<file path="config.mk">
export PLATFORM = sky130hd
export DESIGN_NAME = pkt_ts_capture
export DESIGN_NICKNAME = d
export VERILOG_FILES = /design/src/rtl/pkt_ts_capture.sv
export SDC_FILE = /design/constraint.sdc
export NUM_CORES = 2
export LEC_CHECK = 0
export CAP_MARGIN = 0
export CORE_ASPECT_RATIO = 0.7
export CORE_MARGIN = 1.5
export CORE_UTILIZATION = 25
export CTS_CLUSTER_SIZE = 24
export DETAILED_ROUTE_END_ITERATION = 7
export PLACE_DENSITY = 0.45
export SETUP_SLACK_MARGIN = 0.2
export SYNTH_ARGS = -nofsm -noshare
export SYNTH_HDL_FRONTEND = slang
export SYNTH_SLANG_ARGS = --single-unit
</file>
<file path="constraint.sdc">
create_clock -name clk -period 18.6 [get_ports clk]
set_input_delay 3.72 -clock clk [delete_from_list [all_inputs] [get_ports clk]]
set_output_delay 3.72 -clock clk [all_outputs]
set_load 0.02 [all_outputs]
</file>
<file path="src/rtl/pkt_ts_capture.sv">
// Inline IPv4 packet timestamper: forwards the stream unchanged through a small FIFO and
// records a free-running timestamp for every Nth packet whose masked destination IP matches.
`timescale 1ns/1ps
module pkt_ts_capture #(
  parameter int DATA_WIDTH      = 64,
  parameter int CTRL_WIDTH      = 8,
  parameter int NUM_SLOTS       = 8,
  parameter int TS_WIDTH        = 32,
  parameter int FIFO_DEPTH_BITS = 5
) (
  input  logic                            clk,
  input  logic                            reset,
  input  logic [DATA_WIDTH-1:0]           in_data,
  input  logic [CTRL_WIDTH-1:0]           in_ctrl,
  input  logic                            in_wr,
  output logic                            in_rdy,
  output logic [DATA_WIDTH-1:0]           out_data,
  output logic [CTRL_WIDTH-1:0]           out_ctrl,
  output logic                            out_wr,
  input  logic                            out_rdy,
  input  logic                            cfg_enable,
  input  logic                            cfg_ring,
  input  logic [31:0]                     cfg_key,
  input  logic [31:0]                     cfg_mask,
  input  logic [15:0]                     cfg_decimate,
  input  logic                            cfg_clear,
  output logic [NUM_SLOTS*TS_WIDTH-1:0]   ts_bank,
  output logic [$clog2(NUM_SLOTS)-1:0]    wr_ptr,
  output logic                            bank_full,
  output logic [31:0]                     match_count,
  output logic [31:0]                     pkt_count
);

  localparam int PTR_W = $clog2(NUM_SLOTS);
  localparam int DEPTH = 1 << FIFO_DEPTH_BITS;
  localparam int CNT_W = FIFO_DEPTH_BITS + 1;
  localparam logic [CNT_W-1:0] FULL_LVL  = CNT_W'(DEPTH);
  localparam logic [CNT_W-1:0] NFULL_LVL = CNT_W'(DEPTH - 1);
  localparam logic [PTR_W-1:0] LAST_SLOT = PTR_W'(NUM_SLOTS - 1);

  typedef enum logic [1:0] {
    ST_IDLE,
    ST_HDR,
    ST_EOP_WAIT
  } state_t;

  // ---------------------------------------------------------------- input FIFO
  logic [CTRL_WIDTH+DATA_WIDTH-1:0] fifo_mem [DEPTH];
  logic [FIFO_DEPTH_BITS-1:0]       fifo_wr_idx;
  logic [FIFO_DEPTH_BITS-1:0]       fifo_rd_idx;
  logic [CNT_W-1:0]                 fifo_count;
  logic                             fifo_empty;
  logic                             fifo_full;
  logic                             fifo_push;
  logic                             rd_en;

  assign fifo_empty = (fifo_count == '0);
  assign fifo_full  = (fifo_count == FULL_LVL);
  assign fifo_push  = in_wr && !fifo_full;
  assign in_rdy     = (fifo_count < NFULL_LVL);
  assign out_wr     = !fifo_empty && out_rdy;
  assign rd_en      = out_wr;
  assign {out_ctrl, out_data} = fifo_mem[fifo_rd_idx];

  // NOTE: the storage array carries no reset; only the pointers and count define validity.
  always_ff @(posedge clk) begin
    if (fifo_push) fifo_mem[fifo_wr_idx] <= {in_ctrl, in_data};
  end

  always_ff @(posedge clk or posedge reset) begin
    if (reset) begin
      fifo_wr_idx <= '0;
      fifo_rd_idx <= '0;
      fifo_count  <= '0;
    end else begin
      if (fifo_push) fifo_wr_idx <= fifo_wr_idx + 1'b1;
      if (rd_en)     fifo_rd_idx <= fifo_rd_idx + 1'b1;
      case ({fifo_push, rd_en})
        2'b10:   fifo_count <= fifo_count + 1'b1;
        2'b01:   fifo_count <= fifo_count - 1'b1;
        default: fifo_count <= fifo_count;
      endcase
    end
  end

  // ---------------------------------------------------------------- parser FSM
  state_t            state, state_nxt;
  logic [2:0]        word_idx;
  logic              ethertype_ok;
  logic [15:0]       dip_hi;
  logic              hit;
  logic              en_latch;
  logic [TS_WIDTH-1:0] ts_latch;
  logic [TS_WIDTH-1:0] clk_cnt;

  logic ctrl_zero;
  logic first_data;
  logic eop;
  logic commit;
  logic chk_type;
  logic cap_dip_hi;
  logic eval_hit;

  assign ctrl_zero = (out_ctrl == '0);

  always_ff @(posedge clk or posedge reset) begin
    if (reset) state <= ST_IDLE;
    else       state <= state_nxt;
  end

  always_comb begin
    state_nxt  = state;
    first_data = 1'b0;
    eop        = 1'b0;
    commit     = 1'b0;
    chk_type   = 1'b0;
    cap_dip_hi = 1'b0;
    eval_hit   = 1'b0;
    if (out_wr) begin
      case (state)
        ST_IDLE: begin
          if (ctrl_zero) begin
            first_data = 1'b1;
            state_nxt  = ST_HDR;
          end else if (out_ctrl != {CTRL_WIDTH{1'b1}}) begin
            // All-ones ctrl marks a module header; any other non-zero ctrl here ends a header-only frame.
            eop = 1'b1;
          end
        end
        ST_HDR: begin
          if (!ctrl_zero) begin
            eop       = 1'b1;
            state_nxt = ST_IDLE;
          end else begin
            chk_type   = (word_idx == 3'd1);
            cap_dip_hi = (word_idx == 3'd3);
            if (word_idx == 3'd4) begin
              eval_hit  = 1'b1;
              state_nxt = ST_EOP_WAIT;
            end
          end
        end
        ST_EOP_WAIT: begin
          if (!ctrl_zero) begin
            eop       = 1'b1;
            commit    = hit;
            state_nxt = ST_IDLE;
          end
        end
        default: state_nxt = ST_IDLE;
      endcase
    end
  end

  always_ff @(posedge clk or posedge reset) begin
    if (reset) begin
      word_idx     <= '0;
      ethertype_ok <= 1'b0;
      dip_hi       <= '0;
      hit          <= 1'b0;
      en_latch     <= 1'b0;
      ts_latch     <= '0;
      clk_cnt      <= '0;
    end else begin
      clk_cnt <= clk_cnt + 1'b1;
      if (first_data) begin
        ts_latch <= clk_cnt;
        en_latch <= cfg_enable;
        word_idx <= 3'd1;
      end else if (out_wr && state == ST_HDR) begin
        word_idx <= word_idx + 3'd1;
      end
      if (chk_type)   ethertype_ok <= (out_data[31:16] == 16'h0800);
      if (cap_dip_hi) dip_hi <= out_data[15:0];
      if (eval_hit) begin
        hit <= en_latch && ethertype_ok &&
               ((({dip_hi, out_data[63:48]} ^ cfg_key) & cfg_mask) == 32'd0);
      end
    end
  end

  // ---------------------------------------------------------------- capture bank
  logic [TS_WIDTH-1:0] slots [NUM_SLOTS];
  logic [15:0]         dec_cnt;

  always_ff @(posedge clk or posedge reset) begin
    if (reset) begin
      for (int k = 0; k < NUM_SLOTS; k++) slots[k] <= '0;
      wr_ptr      <= '0;
      bank_full   <= 1'b0;
      match_count <= '0;
      pkt_count   <= '0;
      dec_cnt     <= '0;
    end else if (cfg_clear) begin
      // Clear takes priority over a commit landing on the same edge.
      for (int k = 0; k < NUM_SLOTS; k++) slots[k] <= '0;
      wr_ptr      <= '0;
      bank_full   <= 1'b0;
      match_count <= '0;
      pkt_count   <= '0;
      dec_cnt     <= '0;
    end else begin
      if (eop) pkt_count <= pkt_count + 32'd1;
      if (commit) begin
        match_count <= match_count + 32'd1;
        if (!bank_full) begin
          if (dec_cnt == 16'd0) begin
            slots[wr_ptr] <= ts_latch;
            dec_cnt       <= cfg_decimate;
            wr_ptr        <= wr_ptr + PTR_W'(1);
            if (!cfg_ring && wr_ptr == LAST_SLOT) bank_full <= 1'b1;
          end else begin
            dec_cnt <= dec_cnt - 16'd1;
          end
        end
      end
    end
  end

  for (genvar k = 0; k < NUM_SLOTS; k++) begin : g_bank
    assign ts_bank[k*TS_WIDTH +: TS_WIDTH] = slots[k];
  end

endmodule

</file>
Yosys cells after proc, flatten, opt, wreduce, memory -nomap -nowiden. Memory sizes are Yosys's and may differ from the RTL's. Cells that the tools add are included.

Add/sub/neg operators: 10. Multipliers: 0. Div/mod/pow operators: 0. Order comparisons: 3. Equal/unequal tests: 15. Shifts and indexed selects: 0. Muxes and demuxes: 55. Bitwise gates (word level): 3. Reductions and logical operators: 24.

Operators by type and width (count): 256-bit two-way mux (4); 256-bit bitwise mux (1); 32-bit two-way mux (5); 32-bit by 1-bit adder with 32-bit output, second input constant (3); 32-bit demux with 3-bit select (1); 16-bit two-way mux (4); 32-bit AND (1); 32-bit zero test (1); 32-bit XOR (1); 1-bit two-way mux (27); 3-bit two-way mux (6); 16-bit by 12-bit == test with 1-bit output, second input constant (1); 16-bit zero test (1); 16-bit by 1-bit subtractor with 16-bit output, second input constant (1); 6-bit one-hot mux with 2 select lines (1); 5-bit by 1-bit adder with 5-bit output, second input constant (2); 2-bit nonzero test (5); 8-bit zero test (1); 2-bit two-way mux (4); 8-bit inequality test, second input constant (1); 1-bit logical AND (7); 3-bit by 1-bit adder with 3-bit output, second input constant (2); 6-bit by 1-bit adder with 6-bit output, second input constant (1); 3-bit == test, second input constant (2); other kinds (21) (27).

Register bits after elaboration: 444. Latch bits: 0. Bits in writable memories: 2304. ROM bits: 0. Input port bits: 159. Output and inout bits: 398. Word-level logic and storage cells: 135. Memories kept: 1.

Memory list: fifo_mem (depth 32, width 72, rd ports 1, clocked after memory_dff 0, write ports 1, line 48) `logic [CTRL_WIDTH+DATA_WIDTH-1:0] fifo_mem [DEPTH];`.

Depth between registers and ports, before layout.
Depth in word-level cells: 10. Gate-level depth with buffers: 17. Gate-level depth less buffers: 13.

Least setup slack after synthesis. OpenSTA, ideal clock, no wires.

Kind: input to output. From: input port out_rdy. To: output port out_wr. Data arrival time: 4519 ps. Required time: 14880 ps. Slack: 10361 ps. Cell stages on the path: 2. Path buffers: 0. Cell sequence: o21ai_1 clkinv_1.

Cells in the longest elaborated chain, start to end: 1.

RTL lines: from (decl) (line 20) `input logic out_rdy,`; 1-bit logical AND (line 61) `assign out_wr = !fifo_empty && out_rdy;`; to (decl) (line 19) `output logic out_wr,`.

Every way passes these cells.

Final worst setup path.
From: register fifo_rd_idx[0]. To: output port out_data[20].

Cells in the longest elaborated chain, start to end: 1.

RTL lines: from (decl) (line 50) `logic [FIFO_DEPTH_BITS-1:0] fifo_rd_idx;`; from (signal assigned) (line 77) `if (rd_en) fifo_rd_idx <= fifo_rd_idx + 1'b1;`; memory read 32 x 72 bit; to (decl) (line 17) `output logic [DATA_WIDTH-1:0] out_data,`.

Every way passes these cells.

==> results.toml <==
[outcome]
status = "finished clean"

[route]
via_count = 57800
postRouteAntennaNets = 0
drc_errors = 0
drt-total-wl_microns = 351000
routedWlPerCell_microns = 28.7
drt_iter0_drc = 5909
viasPerCell = 4.72
drtPass1Iterations = 8

[floorplanning]
fp-row-count = 201
die_y_microns = 551
io_pins = 557
dieArea_sq_um = 433000
fp.dieW_microns = 786
initial_utilization_pct = 25.1
core_area_sq_um = 428000

[yosys]
syn_nets = 5848
async_flop_share_pct = 16.2
syn_area_per_cell_sq_um = 18.9
seq_area_frac_synth_pct = 74.8
netlist_top_cells_area = "edfxtp_1 64%, mux4_2 13%, dfrtp_1 10%"
syn-instance-count = 5664
synthFlopType = "edfxtp_1"
ys_ff_latch = 2748
yosysWarningCount = 0
yosysTopAreaCell = "edfxtp_1"
syn_area_sq_um = 107000
synth_edf_count = 2304
synthDistinctLibCells = 76
synth_top_area_share_pct = 64.5

[clocking]
cts_resized = 0
clock_latency_ns = 0.97
clockBufferDepth = 4
cts-root-buf = "clkbuf_16"
path_clk_slew_ns = 0.06
cts_made_buffers = 294
cts_tree = "yes"
cts_num_sinks = 2748
postCtsSetupRepairBufs = 0
postCtsHoldBufs = 0
htreeDepth = 5

[global_routing]
busiest_layer = "met2"
globalRouteMet3Util_pct = 3.16
gr-total-overflow = 0
grt_use_total_pct = 15.7
use_met1_pct = 22.6
grt_pass1_wl_microns = 479000
gr-usage-met2_pct = 24.3
antenna_found_initial = 43
grt_max_degree = 161
grt_pass1_vias = 57600

[sta]
timing.final.crit_share_pct = 54.8
fmax_mhz = 98.1
setup_viol = 0
fin_crit_ns = 10.20
relSlewSlack_pct = 12.4
worst_pin_slew_ns = 1.31
slew_viol_final = 0
clock_skew_ns = 0.107
rsz0062_at_grt = "false"
hold_viol = 0
setup_tns_ns = 0

[worst_hold_path]
min_path_type = "reg2reg"

[final_layout]
area_growth_pct = 20.5
drive_above_1_share_pct = 20.2
fin_nets = 6493
seqCellArea_sq_um = 80300
multiInputGateArea_sq_um = 25600
fillers = 41500

[flow_run]
maxCapViolations = 0

[placement]
port_buffers = 556
hpwl_microns = 193000
gp_congestion = 0.769

[setup_path]
cp-start-kind = "flop"
critPathKind = "reg2out"
path_max_fanout = 49
cp-end-kind = "output port"
cp.arrival_ns = 6.48
critPathRequiredTime_ns = 14.88

[power]
leakage_nw = 41.7
total_power_mw = 18.3
irDropWorstVdd_v = 0.000140
p_per_area_nw_per_um2 = 141
[area by class of cell]
class | instances | area share (%)
sequential | 2748 | 62.1
multi-input combinational | 2542 | 19.8
clock buffer | 365 | 6.04
tap | 5684 | 5.50
timing repair buffer | 687 | 5.19
clock inverter | 161 | 1.21
inverter | 36 | 0.114
antenna | 9 | 0.0174
[per-stage QoR]
| step | instances | area [sq um] | setup slack (ns) | hold WS (ns) | utilization, % |
|---|---|---|---|---|---|
| floorplan | 5664 | 107000 | 2.51 | 0.442 | - |
| finish | 12200 | 129000 | 8.40 | 0.466 | 30.2 |
| detailed placement | 11700 | 120000 | 9.05 | 0.463 | 28.0 |
| global route | 12200 | 129000 | 7.85 | 0.496 | 30.2 |
| CTS | 12200 | 129000 | 8.08 | 0.472 | 30.2 |
| global placement | 11700 | 120000 | 9.09 | 0.457 | 28.0 |
[metal layers]
metal,part of all wire (%),routed length [microns],vias up
met4,2.4,8460,22
met2,46,161000,1919
met1,45,159000,31500
met5,0.045,157,-
met3,6.5,22800,495
li1,-,-,23900
[Yosys cell counts (13+ instances only)]
library cell  number
a211oi_1          15
a21oi_1          324
a22o_1            16
a22oi_1           20
and3_1            20
buf_1             25
buf_2            114
buf_4             31
clkbuf_1         162
dfrtp_1          444
edfxtp_1        2304
ha_1              24
inv_1             33
mux2_1            34
mux2_2            58
mux2i_1           73
mux4_2           640
nand2_1          678
nand3_1           55
nand4_1           28
nor2_1           120
nor2b_1           16
nor3_1            28
nor4_1            17
o21ai_0           49
o221ai_1          13
o22ai_1           26
or3_1             37
xnor2_1           45
xor2_1            57
[sequential cells by signal, indices dropped and copies added (netlist names), 2 cells and up]
register and cells:
wr_ptr 3, dec_cnt 16, fifo_mem 2304, ts_bank 256
clk_cnt 32, fifo_count 6, fifo_rd_idx 5, fifo_wr_idx 5
match_count 32, pkt_count 32, dip_hi 16, ts_latch 32
state 2, word_idx 3
[power breakdown]
| group | internal (mW) | switching (mW) | leakage (nW) |
|---|---|---|---|
| logic | 2.17 | 3.05 | 10.2 |
| registers | 7.03 | 0.194 | 26.9 |
| clock network | 3.28 | 2.54 | 4.58 |
[cell families after synthesis]
family / Yosys count / synth area share (%)
muxes: 805 / 15.1
and+or+nand+nor: 1077 / 4.45
adders and majority gates: 25 / 0.299
buffers and inverters: 374 / 1.59
xor gates and xnor gates: 102 / 0.833
AOI/OAI and AO/OA: 533 / 2.91
DFF: 2748 / 74.8
[worst paths after layout]
path,endpoint,startpoint,slack (ns),cells past startpoint
min in group asynchronous,ts_bank[254]$_DFFE_PP0P_,reset,3.43,2
max in group asynchronous,ts_bank[119]$_DFFE_PP0P_,reset,12.92,4
max reg2reg,ethertype_ok$_DFFE_PP0P_,fifo_rd_idx[0]$_DFFE_PP0P_,11.30,10
min,clk_cnt[31]$_DFF_PP0_,clk_cnt[31]$_DFF_PP0_,0.47,1
min reg2reg,clk_cnt[31]$_DFF_PP0_,clk_cnt[31]$_DFF_PP0_,0.47,1
max,out_data[20],fifo_rd_idx[0]$_DFFE_PP0P_,8.40,8
[cell usage in the layout (no fill, tap or decap), types with 32 or more instances in the layout]
cell type,count
mux4_2,640
mux2_1,34
inv_1,32
or3_1,37
nand2_1,678
clkbuf_16,297
nor2_1,86
o21ai_0,49
clkinv_2,48
nor2_4,32
buf_4,119
mux2i_1,73
mux2_2,58
xnor2_1,45
dfrtp_1,439
a21oi_1,323
clkbuf_1,56
clkinv_1,53
edfxtp_1,2304
xor2_1,57
clkdlybuf4s50_1,555
nand3_1,55
[worst max-delay path, cell delays in order, from the launching register on]
cell             delay [ns]
dfrtp_4                0.86
buf_4                  0.76
buf_4                  0.89
buf_4                  0.79
mux4_2                 0.60
mux4_2                 0.48
nand2_1                0.15
nand2_1                0.24
clkdlybuf4s50_1        0.62
(Power assumes the default switching activity.)
